## config.mk

```make
export PLATFORM = sky130hd
export DESIGN_NAME = id_issue_flat
export DESIGN_NICKNAME = d
export VERILOG_FILES = /design/src/rtl/id_issue_if.sv /design/src/rtl/id_issue.sv /design/src/flat_wrapper.sv
export SDC_FILE = /design/constraint.sdc
export NUM_CORES = 1
export LEC_CHECK = 0
export CORE_ASPECT_RATIO = 0.9
export CORE_MARGIN = 2
export CORE_UTILIZATION = 35
export DETAILED_ROUTE_END_ITERATION = 16
export GPL_TIMING_DRIVEN = 0
export PLACE_DENSITY = 0.69
export SLEW_MARGIN = 20
export SYNTH_ARGS = -nofsm -noshare
export SYNTH_HDL_FRONTEND = slang
export SYNTH_SLANG_ARGS = --single-unit
```

## constraint.sdc

```tcl
create_clock -name clk -period 6.4 [get_ports clk]
set_input_delay 0.64 -clock clk [delete_from_list [all_inputs] [get_ports clk]]
set_output_delay 0.64 -clock clk [all_outputs]
set_load 0.03 [all_outputs]
```

## src/rtl/id_issue_if.sv

```systemverilog
// id_issue bus interface: front-end handshake, register-file read port,
// forwarding sources and the registered ID/EX outputs of the decode/issue stage.
interface id_issue_if #(
    parameter int DATA_W = 32,
    parameter int FWD_N  = 2
) ();
    logic                      in_valid;
    logic                      in_ready;
    logic [DATA_W-1:0]         in_pc;
    logic [31:0]               in_inst;
    logic                      flush;
    logic                      rf_re1;
    logic                      rf_re2;
    logic [4:0]                rf_addr1;
    logic [4:0]                rf_addr2;
    logic [DATA_W-1:0]         rf_data1;
    logic [DATA_W-1:0]         rf_data2;
    logic [FWD_N-1:0]          fwd_we;
    logic [5*FWD_N-1:0]        fwd_wd;
    logic [DATA_W*FWD_N-1:0]   fwd_wdata;
    logic [FWD_N-1:0]          fwd_is_load;
    logic                      out_valid;
    logic                      out_ready;
    logic [DATA_W-1:0]         out_pc;
    logic [31:0]               out_inst;
    logic [DATA_W-1:0]         out_reg1;
    logic [DATA_W-1:0]         out_reg2;
    logic [4:0]                out_wd;
    logic                      out_wreg;
    logic [DATA_W-1:0]         out_link;
    logic                      out_in_delayslot;
    logic                      out_illegal;
    logic                      branch_flag;
    logic [DATA_W-1:0]         branch_target;
    logic [31:0]               stall_cycles;

    // The issue stage itself.
    modport slave (
        input  in_valid, in_pc, in_inst, flush, rf_data1, rf_data2,
               fwd_we, fwd_wd, fwd_wdata, fwd_is_load, out_ready,
        output in_ready, rf_re1, rf_re2, rf_addr1, rf_addr2,
               out_valid, out_pc, out_inst, out_reg1, out_reg2, out_wd, out_wreg,
               out_link, out_in_delayslot, out_illegal, branch_flag, branch_target,
               stall_cycles
    );

    // The surrounding pipeline driving the stage.
    modport master (
        output in_valid, in_pc, in_inst, flush, rf_data1, rf_data2,
               fwd_we, fwd_wd, fwd_wdata, fwd_is_load, out_ready,
        input  in_ready, rf_re1, rf_re2, rf_addr1, rf_addr2,
               out_valid, out_pc, out_inst, out_reg1, out_reg2, out_wd, out_wreg,
               out_link, out_in_delayslot, out_illegal, branch_flag, branch_target,
               stall_cycles
    );
endinterface

```

## src/rtl/id_issue.sv

```systemverilog
// id_issue: MIPS decode/issue stage. Decodes register usage and immediates,
// selects operands (forwarding beats the register file, youngest source wins),
// stalls on load-use, resolves branches/jumps in the fire cycle and registers
// the result into the ID/EX holding register behind a valid/ready handshake.
module id_issue #(
    parameter int DATA_W = 32,
    parameter int FWD_N  = 2
) (
    input  logic        clk,
    input  logic        rst,
    id_issue_if.slave   bus
);
    localparam logic [5:0] OP_SPECIAL = 6'h00, OP_REGIMM = 6'h01, OP_J    = 6'h02, OP_JAL   = 6'h03;
    localparam logic [5:0] OP_BEQ     = 6'h04, OP_BNE    = 6'h05, OP_BLEZ = 6'h06, OP_BGTZ  = 6'h07;
    localparam logic [5:0] OP_ADDI    = 6'h08, OP_ADDIU  = 6'h09, OP_SLTI = 6'h0A, OP_SLTIU = 6'h0B;
    localparam logic [5:0] OP_ANDI    = 6'h0C, OP_ORI    = 6'h0D, OP_XORI = 6'h0E, OP_LUI   = 6'h0F;
    localparam logic [5:0] FN_SLL = 6'h00, FN_SRL = 6'h02, FN_SRA = 6'h03, FN_JR = 6'h08;
    localparam logic [4:0] RT_BLTZ = 5'h00, RT_BGEZ = 5'h01, RT_BLTZAL = 5'h10, RT_BGEZAL = 5'h11;

    // Returns {hit, is_load, data} of the youngest source writing register a.
    function automatic logic [DATA_W+1:0] fwd_pick(
        input logic [4:0]                a,
        input logic [FWD_N-1:0]          we,
        input logic [5*FWD_N-1:0]        wd,
        input logic [DATA_W*FWD_N-1:0]   wdata,
        input logic [FWD_N-1:0]          ld
    );
        logic              hit;
        logic              isld;
        logic              m;
        logic [DATA_W-1:0] val;
        hit  = 1'b0;
        isld = 1'b0;
        val  = '0;
        // Walk oldest to youngest so the youngest match is the one that sticks.
        for (int k = FWD_N - 1; k >= 0; k--) begin
            m    = we[k] && (wd[5*k +: 5] == a);
            hit  = hit | m;
            isld = m ? ld[k] : isld;
            val  = m ? wdata[DATA_W*k +: DATA_W] : val;
        end
        return {hit, isld, val};
    endfunction

    logic [5:0]        w_op, w_fn;
    logic [4:0]        w_rs, w_rt, w_rd, w_sa;
    logic [DATA_W-1:0] w_sext, w_zext, w_pc4, w_pc8, w_btgt, w_jtgt;
    logic              w_shift;
    logic              w_use1, w_use2, w_wreg, w_illegal, w_is_br;
    logic [4:0]        w_wd;
    logic [DATA_W-1:0] w_imm1, w_imm2, w_link;
    logic [DATA_W+1:0] w_p1, w_p2;
    logic              w_live1, w_live2, w_stall, w_in_ready, w_fire, w_taken;
    logic [DATA_W-1:0] w_reg1, w_reg2, w_target;

    logic              r_out_valid, r_dly_pend, r_out_wreg, r_out_ds, r_out_illegal;
    logic [DATA_W-1:0] r_out_pc, r_out_reg1, r_out_reg2, r_out_link;
    logic [31:0]       r_out_inst, r_stall_cycles;
    logic [4:0]        r_out_wd;

    assign w_op    = bus.in_inst[31:26];
    assign w_rs    = bus.in_inst[25:21];
    assign w_rt    = bus.in_inst[20:16];
    assign w_rd    = bus.in_inst[15:11];
    assign w_sa    = bus.in_inst[10:6];
    assign w_fn    = bus.in_inst[5:0];
    assign w_sext  = {{(DATA_W-16){bus.in_inst[15]}}, bus.in_inst[15:0]};
    assign w_zext  = {{(DATA_W-16){1'b0}}, bus.in_inst[15:0]};
    assign w_pc4   = bus.in_pc + DATA_W'(32'd4);
    assign w_pc8   = bus.in_pc + DATA_W'(32'd8);
    assign w_btgt  = w_pc4 + (w_sext << 2'd2);
    assign w_jtgt  = {w_pc4[DATA_W-1:28], bus.in_inst[25:0], 2'b00};
    assign w_shift = (bus.in_inst[31:21] == 11'd0) &&
                     ((w_fn == FN_SLL) || (w_fn == FN_SRL) || (w_fn == FN_SRA));

    // Decode: which sources are read, destination, immediates, link, class.
    always_comb begin
        w_use1    = 1'b0;
        w_use2    = 1'b0;
        w_wreg    = 1'b0;
        w_wd      = 5'd0;
        w_imm1    = '0;
        w_imm2    = '0;
        w_link    = '0;
        w_illegal = 1'b0;
        w_is_br   = 1'b0;
        case (w_op)
            OP_SPECIAL: begin
                if (w_shift) begin
                    w_use2 = 1'b1;
                    w_wreg = 1'b1;
                    w_wd   = w_rd;
                    w_imm1 = {{(DATA_W-5){1'b0}}, w_sa};
                end else if (w_fn == FN_JR) begin
                    w_use1  = 1'b1;
                    w_is_br = 1'b1;
                end else begin
                    w_use1 = 1'b1;
                    w_use2 = 1'b1;
                    w_wreg = 1'b1;
                    w_wd   = w_rd;
                end
            end
            OP_REGIMM: begin
                case (w_rt)
                    RT_BLTZ, RT_BGEZ: begin
                        w_use1  = 1'b1;
                        w_is_br = 1'b1;
                    end
                    RT_BLTZAL, RT_BGEZAL: begin
                        w_use1  = 1'b1;
                        w_is_br = 1'b1;
                        w_wreg  = 1'b1;
                        w_wd    = 5'd31;
                        w_link  = w_pc8;
                    end
                    default: w_illegal = 1'b1;
                endcase
            end
            OP_J:   w_is_br = 1'b1;
            OP_JAL: begin
                w_is_br = 1'b1;
                w_wreg  = 1'b1;
                w_wd    = 5'd31;
                w_link  = w_pc8;
            end
            OP_BEQ, OP_BNE: begin
                w_use1  = 1'b1;
                w_use2  = 1'b1;
                w_is_br = 1'b1;
            end
            OP_BLEZ, OP_BGTZ: begin
                w_use1  = 1'b1;
                w_is_br = 1'b1;
            end
            OP_ORI, OP_ANDI, OP_XORI: begin
                w_use1 = 1'b1;
                w_wreg = 1'b1;
                w_wd   = w_rt;
                w_imm2 = w_zext;
            end
            OP_ADDI, OP_ADDIU, OP_SLTI, OP_SLTIU: begin
                w_use1 = 1'b1;
                w_wreg = 1'b1;
                w_wd   = w_rt;
                w_imm2 = w_sext;
            end
            OP_LUI: begin
                w_wreg = 1'b1;
                w_wd   = w_rt;
                w_imm2 = w_zext << 5'd16;
            end
            default: w_illegal = 1'b1;
        endcase
    end

    assign w_p1    = fwd_pick(w_rs, bus.fwd_we, bus.fwd_wd, bus.fwd_wdata, bus.fwd_is_load);
    assign w_p2    = fwd_pick(w_rt, bus.fwd_we, bus.fwd_wd, bus.fwd_wdata, bus.fwd_is_load);
    assign w_live1 = w_use1 && (w_rs != 5'd0);
    assign w_live2 = w_use2 && (w_rt != 5'd0);
    assign w_stall = (w_live1 && w_p1[DATA_W+1] && w_p1[DATA_W]) ||
                     (w_live2 && w_p2[DATA_W+1] && w_p2[DATA_W]);

    // Operand select: a live source takes forwarding if matched, else the RF.
    always_comb begin
        w_reg1 = w_imm1;
        w_reg2 = w_imm2;
        if (w_live1) begin
            w_reg1 = w_p1[DATA_W+1] ? w_p1[DATA_W-1:0] : bus.rf_data1;
        end else begin
            w_reg1 = w_imm1;
        end
        if (w_live2) begin
            w_reg2 = w_p2[DATA_W+1] ? w_p2[DATA_W-1:0] : bus.rf_data2;
        end else begin
            w_reg2 = w_imm2;
        end
    end

    assign w_in_ready = !bus.flush && !w_stall && (!r_out_valid || bus.out_ready);
    assign w_fire     = bus.in_valid && w_in_ready;

    // Branch resolution on the selected operands.
    always_comb begin
        w_taken  = 1'b0;
        w_target = w_btgt;
        case (w_op)
            OP_SPECIAL: begin
                if (w_is_br) begin
                    w_taken  = 1'b1;
                    w_target = w_reg1;
                end else begin
                    w_taken  = 1'b0;
                end
            end
            OP_REGIMM: begin
                case (w_rt)
                    RT_BGEZ, RT_BGEZAL: w_taken = !w_reg1[DATA_W-1];
                    RT_BLTZ, RT_BLTZAL: w_taken = w_reg1[DATA_W-1];
                    default:            w_taken = 1'b0;
                endcase
            end
            OP_J, OP_JAL: begin
                w_taken  = 1'b1;
                w_target = w_jtgt;
            end
            OP_BEQ:  w_taken = (w_reg1 == w_reg2);
            OP_BNE:  w_taken = (w_reg1 != w_reg2);
            OP_BLEZ: w_taken = w_reg1[DATA_W-1] || (w_reg1 == '0);
            OP_BGTZ: w_taken = !w_reg1[DATA_W-1] && (w_reg1 != '0);
            default: w_taken = 1'b0;
        endcase
    end

    // ID/EX holding register and delay-slot tracking.
    always_ff @(posedge clk) begin
        if (rst) begin
            r_out_valid   <= 1'b0;
            r_dly_pend    <= 1'b0;
            r_out_pc      <= '0;
            r_out_inst    <= 32'd0;
            r_out_reg1    <= '0;
            r_out_reg2    <= '0;
            r_out_wd      <= 5'd0;
            r_out_wreg    <= 1'b0;
            r_out_link    <= '0;
            r_out_ds      <= 1'b0;
            r_out_illegal <= 1'b0;
        end else if (bus.flush) begin
            r_out_valid <= 1'b0;
            r_dly_pend  <= 1'b0;
        end else if (w_fire) begin
            r_out_valid   <= 1'b1;
            r_dly_pend    <= w_is_br;
            r_out_pc      <= bus.in_pc;
            r_out_inst    <= bus.in_inst;
            r_out_reg1    <= w_reg1;
            r_out_reg2    <= w_reg2;
            r_out_wd      <= w_wd;
            r_out_wreg    <= w_wreg;
            r_out_link    <= w_link;
            r_out_ds      <= r_dly_pend;
            r_out_illegal <= w_illegal;
        end else if (bus.out_ready) begin
            r_out_valid <= 1'b0;
        end
    end

    // Saturating count of cycles a valid instruction is held by load-use.
    always_ff @(posedge clk) begin
        if (rst) begin
            r_stall_cycles <= 32'd0;
        end else if (bus.in_valid && w_stall && !bus.flush && (r_stall_cycles != 32'hFFFF_FFFF)) begin
            r_stall_cycles <= r_stall_cycles + 32'd1;
        end
    end

    assign bus.in_ready         = w_in_ready;
    assign bus.rf_re1           = w_use1;
    assign bus.rf_re2           = w_use2;
    assign bus.rf_addr1         = w_use1 ? w_rs : 5'd0;
    assign bus.rf_addr2         = w_use2 ? w_rt : 5'd0;
    assign bus.branch_flag      = w_fire && w_taken;
    assign bus.branch_target    = w_target;
    assign bus.out_valid        = r_out_valid;
    assign bus.out_pc           = r_out_pc;
    assign bus.out_inst         = r_out_inst;
    assign bus.out_reg1         = r_out_reg1;
    assign bus.out_reg2         = r_out_reg2;
    assign bus.out_wd           = r_out_wd;
    assign bus.out_wreg         = r_out_wreg;
    assign bus.out_link         = r_out_link;
    assign bus.out_in_delayslot = r_out_ds;
    assign bus.out_illegal      = r_out_illegal;
    assign bus.stall_cycles     = r_stall_cycles;
endmodule

```

## src/flat_wrapper.sv

```systemverilog
// flat-port wrapper written by rule: the top's interface ports become plain ports
module id_issue_flat 
#(
    parameter int DATA_W = 32,
    parameter int FWD_N  = 2
)
  (clk, rst, bus_in_valid, bus_in_pc, bus_in_inst, bus_flush, bus_rf_data1, bus_rf_data2, bus_fwd_we, bus_fwd_wd, bus_fwd_wdata, bus_fwd_is_load, bus_out_ready, bus_in_ready, bus_rf_re1, bus_rf_re2, bus_rf_addr1, bus_rf_addr2, bus_out_valid, bus_out_pc, bus_out_inst, bus_out_reg1, bus_out_reg2, bus_out_wd, bus_out_wreg, bus_out_link, bus_out_in_delayslot, bus_out_illegal, bus_branch_flag, bus_branch_target, bus_stall_cycles);
  id_issue_if #(.DATA_W(DATA_W), .FWD_N(FWD_N)) bus_i ();
  input  logic clk;
  input  logic rst;
  input wire logic [$bits(bus_i.in_valid)-1:0] bus_in_valid;
  input wire logic [$bits(bus_i.in_pc)-1:0] bus_in_pc;
  input wire logic [$bits(bus_i.in_inst)-1:0] bus_in_inst;
  input wire logic [$bits(bus_i.flush)-1:0] bus_flush;
  input wire logic [$bits(bus_i.rf_data1)-1:0] bus_rf_data1;
  input wire logic [$bits(bus_i.rf_data2)-1:0] bus_rf_data2;
  input wire logic [$bits(bus_i.fwd_we)-1:0] bus_fwd_we;
  input wire logic [$bits(bus_i.fwd_wd)-1:0] bus_fwd_wd;
  input wire logic [$bits(bus_i.fwd_wdata)-1:0] bus_fwd_wdata;
  input wire logic [$bits(bus_i.fwd_is_load)-1:0] bus_fwd_is_load;
  input wire logic [$bits(bus_i.out_ready)-1:0] bus_out_ready;
  output wire logic [$bits(bus_i.in_ready)-1:0] bus_in_ready;
  output wire logic [$bits(bus_i.rf_re1)-1:0] bus_rf_re1;
  output wire logic [$bits(bus_i.rf_re2)-1:0] bus_rf_re2;
  output wire logic [$bits(bus_i.rf_addr1)-1:0] bus_rf_addr1;
  output wire logic [$bits(bus_i.rf_addr2)-1:0] bus_rf_addr2;
  output wire logic [$bits(bus_i.out_valid)-1:0] bus_out_valid;
  output wire logic [$bits(bus_i.out_pc)-1:0] bus_out_pc;
  output wire logic [$bits(bus_i.out_inst)-1:0] bus_out_inst;
  output wire logic [$bits(bus_i.out_reg1)-1:0] bus_out_reg1;
  output wire logic [$bits(bus_i.out_reg2)-1:0] bus_out_reg2;
  output wire logic [$bits(bus_i.out_wd)-1:0] bus_out_wd;
  output wire logic [$bits(bus_i.out_wreg)-1:0] bus_out_wreg;
  output wire logic [$bits(bus_i.out_link)-1:0] bus_out_link;
  output wire logic [$bits(bus_i.out_in_delayslot)-1:0] bus_out_in_delayslot;
  output wire logic [$bits(bus_i.out_illegal)-1:0] bus_out_illegal;
  output wire logic [$bits(bus_i.branch_flag)-1:0] bus_branch_flag;
  output wire logic [$bits(bus_i.branch_target)-1:0] bus_branch_target;
  output wire logic [$bits(bus_i.stall_cycles)-1:0] bus_stall_cycles;
  assign bus_i.in_valid = bus_in_valid;
  assign bus_i.in_pc = bus_in_pc;
  assign bus_i.in_inst = bus_in_inst;
  assign bus_i.flush = bus_flush;
  assign bus_i.rf_data1 = bus_rf_data1;
  assign bus_i.rf_data2 = bus_rf_data2;
  assign bus_i.fwd_we = bus_fwd_we;
  assign bus_i.fwd_wd = bus_fwd_wd;
  assign bus_i.fwd_wdata = bus_fwd_wdata;
  assign bus_i.fwd_is_load = bus_fwd_is_load;
  assign bus_i.out_ready = bus_out_ready;
  assign bus_in_ready = bus_i.in_ready;
  assign bus_rf_re1 = bus_i.rf_re1;
  assign bus_rf_re2 = bus_i.rf_re2;
  assign bus_rf_addr1 = bus_i.rf_addr1;
  assign bus_rf_addr2 = bus_i.rf_addr2;
  assign bus_out_valid = bus_i.out_valid;
  assign bus_out_pc = bus_i.out_pc;
  assign bus_out_inst = bus_i.out_inst;
  assign bus_out_reg1 = bus_i.out_reg1;
  assign bus_out_reg2 = bus_i.out_reg2;
  assign bus_out_wd = bus_i.out_wd;
  assign bus_out_wreg = bus_i.out_wreg;
  assign bus_out_link = bus_i.out_link;
  assign bus_out_in_delayslot = bus_i.out_in_delayslot;
  assign bus_out_illegal = bus_i.out_illegal;
  assign bus_branch_flag = bus_i.branch_flag;
  assign bus_branch_target = bus_i.branch_target;
  assign bus_stall_cycles = bus_i.stall_cycles;
  id_issue #(.DATA_W(DATA_W), .FWD_N(FWD_N)) u_core (.clk(clk), .rst(rst), .bus(bus_i));
endmodule
```

==> impl_metrics.ini, run 1 <==
[run_status]
status = finished, final reports clean

[setup_path]
worstPathMaxFanout = 5
critPathCaptureType = output port
path_class = input port to output port
r2r_start = u_core.bus.out_valid
cp.arrival_ns = 5.57
start_kind = input port
critPathLaunch = bus_in_pc[6]
cp.required_ns = 5.76

[clock_network]
clock_path_buffers = 3
root_buffer = clkbuf_16
clk_pin_slew_ns = 0.06
clock_latency_ns = 0.55
cts-htree-levels = 1
cts_sinks = 202
ctsHoldBuffers = 0
cts_tree = built
cts_buffers = 23

[timing]
fin_tns_setup_ns = 0
layout_min_cycle_time_ns = 6.21
skew_ns = 0.00801
hold_viol_final = 0
rsz0062_at_grt = false
finalMaxSlewViolations = 0
setup_violations = 0
setup_ws_ns = 0.189
fin_crit_sh_pct = 97.1
worstMarginPinSlew_ns = 1.21
fmax_mhz = 161
slew_headroom_pct = 19.0

[yosys]
yosysSeqAreaShare_pct = 30.0
yosys.area_share.simple_pct = 26.2
synth-async-reset-ratio_pct = 0
ys_warn_count = 0
synth_compound_area_share_pct = 23.8
synth-xor-area-share_pct = 10.2
synth_seq_cells = 202
synth_edf_count = 0
netlist_area_um2 = 13500
synth.area.mux_share_pct = 1.05
synth.distinct_cells = 94
ys_top_cells_by_area = dfxtp_1 (30%), nand2_1 (8.9%), a21oi_1 (6.2%), xnor2_1 (5.7%), xor2_1 (4.4%)
yosysTopAreaCell = dfxtp_1
synth_fa_ha_area_share_pct = 3.12
syn_nets = 2057
synth_top_area_share_pct = 30.0
syn_inst = 1813
synthFlopType = dfxtp_1
synth_top_family_by_area = simple AND/OR/NAND/NOR gates
syn_area_per_cell_um2 = 7.43

[worst_hold_path]
min_path_type = input port to flip-flop
min_from = bus_in_inst[18]

[floorplan]
fp.dieH_um = 190
dieWidth_um = 211
core_area_um2 = 38100
die-area_um2 = 40100
start_util_pct = 35.3
io_pins = 458
fp-row-count = 68

[global_routing]
overflow = 0
grt_max_degree = 21
grt_pass1_vias = 15435
grt_pass1_wl_um = 101000
gr-usage-all-layers_pct = 34.1
antenna_found_initial = 0

[placed_design]
dpl.hpwl_um = 58000
place.gp.congestion = 1.03
numPortBuffers = 441
dp_slack_ns = -1.25

[detailed_routing]
ant_nets = 0
finalWirelength_um = 71100
via_count = 16104
drt_first_pass_iters = 5
wire_per_inst_um = 25.5
vias_per_cell = 5.78
route.detailed.drc = 0
drt_iter0_markers = 1658

[cells_and_area]
area_growth_pct = 44.3
regArea_um2 = 4040
fin_util_pct = 51.0
mostFrequentLayoutCells = clkdlybuf4s50_1 (425), nand2_1 (318), dfxtp_1 (202), a21oi_1 (167), nor2_1 (155)
antennaDiodeCount = 0
drive_above_1_share_pct = 5.87
nFillCells = 3818
final_common_cell = clkdlybuf4s50_1
multi_input_area_um2 = 8800
fin_nets = 2526

[flow_run]
maxCapViolCount = 0

[power]
leakagePower_nw = 6.91
p_total_mw = 3.90
ir_worst_vdd_v = 0.000172
power.density_nw_per_um2 = 201
-- Yosys cell counts (20+ instances only) --
library cell	n
a221oi_1	27
nand2_1	318
nor3_1	43
a31oi_1	24
xor2_1	68
a21oi_1	167
nand3_1	84
nor4_1	20
a22oi_1	23
ha_1	32
nor2_1	156
nand4_1	27
and3_1	32
inv_1	27
xnor2_1	87
nor2b_1	20
dfxtp_1	202
a211oi_1	36
clkbuf_1	88
o21ai_0	90
-- final cells by class --
class	instances	share of cell area, %
multi-input combinational	1452	45.3
timing repair buffer	444	22.9
clock buffer	31	3.22
sequential	202	20.8
inverter	27	0.522
clock inverter	10	0.753
buffer	132	3.38
tap	490	3.16
-- layer usage --
layer | track usage, % | routed length, um | vias up
met5 | 1.35 | 74 | -
met3 | 9.64 | 7120 | 143
met2 | 53.8 | 31200 | 828
met1 | 45.0 | 30300 | 7712
li1 | - | - | 7419
met4 | 10.1 | 2420 | 2
-- stage by stage --
step           std cells  instance area (um2)  hold WS, ns
3_5_place_dp        2744                18500        0.446
2_1_floorplan       1813                13500        0.432
6_report            2788                19400        0.397
4_1_cts             2787                19300        0.371
5_1_grt             2788                19400        0.396
3_3_place_gp        2744                18500        0.439
-- report_power, final --
group / switching (mW) / internal (mW)
Clock: 0.579 / 0.814
Combinational: 0.736 / 0.454
Sequential: 0.0244 / 1.30
Total: 1.34 / 2.56
-- what timing repair did --
action,in CTS,in global routing
resized for setup,27,27
pin swaps,2,2
setup endpoints to repair,14,13
buffers inserted,2,1
-- logic make-up after synthesis --
| family | after synthesis |
|---|---|
| flip-flops | 202 |
| AO/OA/AOI/OAI | 490 |
| adder cells (fa/ha/maj) | 33 |
| XOR/XNOR | 156 |
| multiplexers | 14 |
| buffers and inverters | 159 |
| AND/OR/NAND/NOR | 759 |
-- path summary, 6_finish.rpt --
kind                                               endpoint  slack, ns  depth (start not counted)
worst max-delay path                  bus_branch_target[31]       0.19                         18
worst min-delay path                u_core.bus.out_inst[18]       0.40                          3
worst max register to register      u_core.bus.out_link[30]       3.46                          6
worst min register to register  u_core.bus.out_in_delayslot       0.45                          2
-- sequential cells by signal (all words and copies together) (netlist names), 5 cells and up --
| register | flops |
|---|---|
| u_core.bus.out_link | 32 |
| u_core.bus.out_wd | 5 |
| u_core.bus.out_inst | 32 |
| u_core.bus.stall_cycles | 32 |
| u_core.bus.out_pc | 32 |
| u_core.bus.out_reg2 | 32 |
| u_core.bus.out_reg1 | 32 |
-- worst max-delay path, stage by stage --
cell	delay [ns]
clkdlybuf4s50_1	0.65
and4_1	0.26
nand2_1	0.16
nor3_4	0.24
nand3_1	0.13
xnor2_1	0.18
ha_1	0.36
nand3_1	0.18
or3_1	0.37
or4b_1	0.50
or4b_1	0.27
a311o_1	0.23
a221o_1	0.29
a2111oi_2	0.11
o41a_1	0.41
xnor2_1	0.15
o221ai_2	0.23
buf_4	0.21
Power figures use the tool's default switching activity.
==> run 2: changes to the inputs <==
--- a/config.mk
+++ b/config.mk
@@ -11,6 +11,7 @@
 export DETAILED_ROUTE_END_ITERATION = 16
 export GPL_TIMING_DRIVEN = 0
 export PLACE_DENSITY = 0.69
+export SKIP_CTS_REPAIR_TIMING = 1
 export SLEW_MARGIN = 20
 export SYNTH_ARGS = -nofsm -noshare
 export SYNTH_HDL_FRONTEND = slang
==> impl_metrics.ini, run 2 (synthesis gave the netlist of run 1 again) <==
[run_status]
status = finished, final reports clean

[global_routing]
gr-usage-all-layers_pct = 34.0
antenna_found_initial = 0
grt_pass1_wl_um = 101000
grt_pass1_vias = 15374
overflow = 0
grt_max_degree = 21

[timing]
worstMarginPinSlew_ns = 1.18
fin_tns_setup_ns = 0
setup_violations = 0
skew_ns = 0.0105
slew_headroom_pct = 20.7
layout_min_cycle_time_ns = 6.30
fmax_mhz = 159
hold_ws_ns = 0.395
hold_viol_final = 0
finalMaxSlewViolations = 0
fin_crit_sh_pct = 98.5

[detailed_routing]
finalWirelength_um = 71100
ant_nets = 0
via_count = 16163
vias_per_cell = 5.79
drt_iter0_markers = 1785
route.detailed.drc = 0
drt_first_pass_iters = 6
wire_per_inst_um = 25.5

[flow_run]
maxCapViolCount = 0

[floorplan]
fp-row-count = 68
io_pins = 458
start_util_pct = 35.3
fp.dieH_um = 190
die-area_um2 = 40100
core_area_um2 = 38100
dieWidth_um = 211

[power]
ir_worst_vdd_v = 0.000176
leakagePower_nw = 6.91
power.density_nw_per_um2 = 201

[cells_and_area]
drive_above_1_share_pct = 5.83
area_growth_pct = 44.2
fin_nets = 2528
instances_no_fill = 2790
final_common_cell = clkdlybuf4s50_1
antennaDiodeCount = 0
mostFrequentLayoutCells = clkdlybuf4s50_1 (427), nand2_1 (318), dfxtp_1 (202), a21oi_1 (167), nor2_1 (156)
nFillCells = 3824

[setup_path]
start_kind = input port
cp.required_ns = 5.76
critPathCaptureType = output port
worstPathMaxFanout = 5
path_class = input port to output port
cp.arrival_ns = 5.66

[clock_network]
cts-htree-levels = 1
clk_pin_slew_ns = 0.06
cts_tree = built
clock_path_buffers = 3
cts_buffers = 23
root_buffer = clkbuf_16
cts_sinks = 202
clock_latency_ns = 0.55

[placed_design]
place_inst = 2744
place.gp.congestion = 1.03
numPortBuffers = 441
dpl.hpwl_um = 58000

[worst_hold_path]
min_path_type = input port to flip-flop
-- run 2: final cells by class --
type | count | area (um2) | area share, %
Multi-Input combinational cell | 1452 | 8770 | 45.2
Timing Repair Buffer | 446 | 4460 | 23.0
Sequential cell | 202 | 4040 | 20.8
Buffer | 132 | 657 | 3.38
Clock buffer | 31 | 626 | 3.22
Tap cell | 490 | 613 | 3.16
Clock inverter | 10 | 146 | 0.754
Inverter | 27 | 101 | 0.522
-- run 2: where the power goes --
part	switching (mW)	internal, mW	total [mW]
Clock	0.575	0.814	1.39
Sequential	0.0245	1.30	1.32
Combinational	0.734	0.454	1.19
-- run 2: critical path, cell delays in order --
cell	delay [ns]
clkdlybuf4s50_1	0.62
nand4_1	0.22
nor4_4	0.34
and2_2	0.24
nand2_1	0.08
xnor2_1	0.28
ha_1	0.34
nand3_1	0.19
or3_1	0.15
or4b_1	0.13
or4b_1	0.53
a311o_1	0.42
a221o_1	0.37
a2111oi_2	0.31
o41a_1	0.22
xnor2_1	0.09
o221ai_2	0.24
clkbuf_4	0.25
-- run 2: through the flow --
step                power (mW)  instance area [um2]  worst slack (ns)  utilization [%]
floorplan                 1.94                13500             0.651                -
global placement          2.50                18500             -1.25             48.5
detailed placement        2.50                18500             -1.25             48.5
CTS                       3.88                19300             -1.29             50.5
global route              4.02                19400           -0.0268             50.9
finish                    3.90                19400            0.0961             50.9
-- run 2: final timing paths --
check,start,endpoint,slack [ns],cells after the start
worst max-delay path,bus_in_pc[12],bus_branch_target[31],0.1,18
worst min-delay path,bus_in_inst[18],u_core.bus.out_inst[18],0.40,3
worst max register to register,u_core.bus.out_valid,u_core.bus.out_link[30],3.43,6
worst min register to register,u_core.r_dly_pend,u_core.bus.out_in_delayslot,0.45,2
-- run 2: routing by layer --
metal  vias to the layer above  share of wire (%)  track usage, %
li1                       7419                  -               -
met1                      7737                 42            44.9
met2                       861                 44            53.8
met3                       144                 10            9.74
met4                         2                3.4            9.80
met5                         -               0.10            1.35
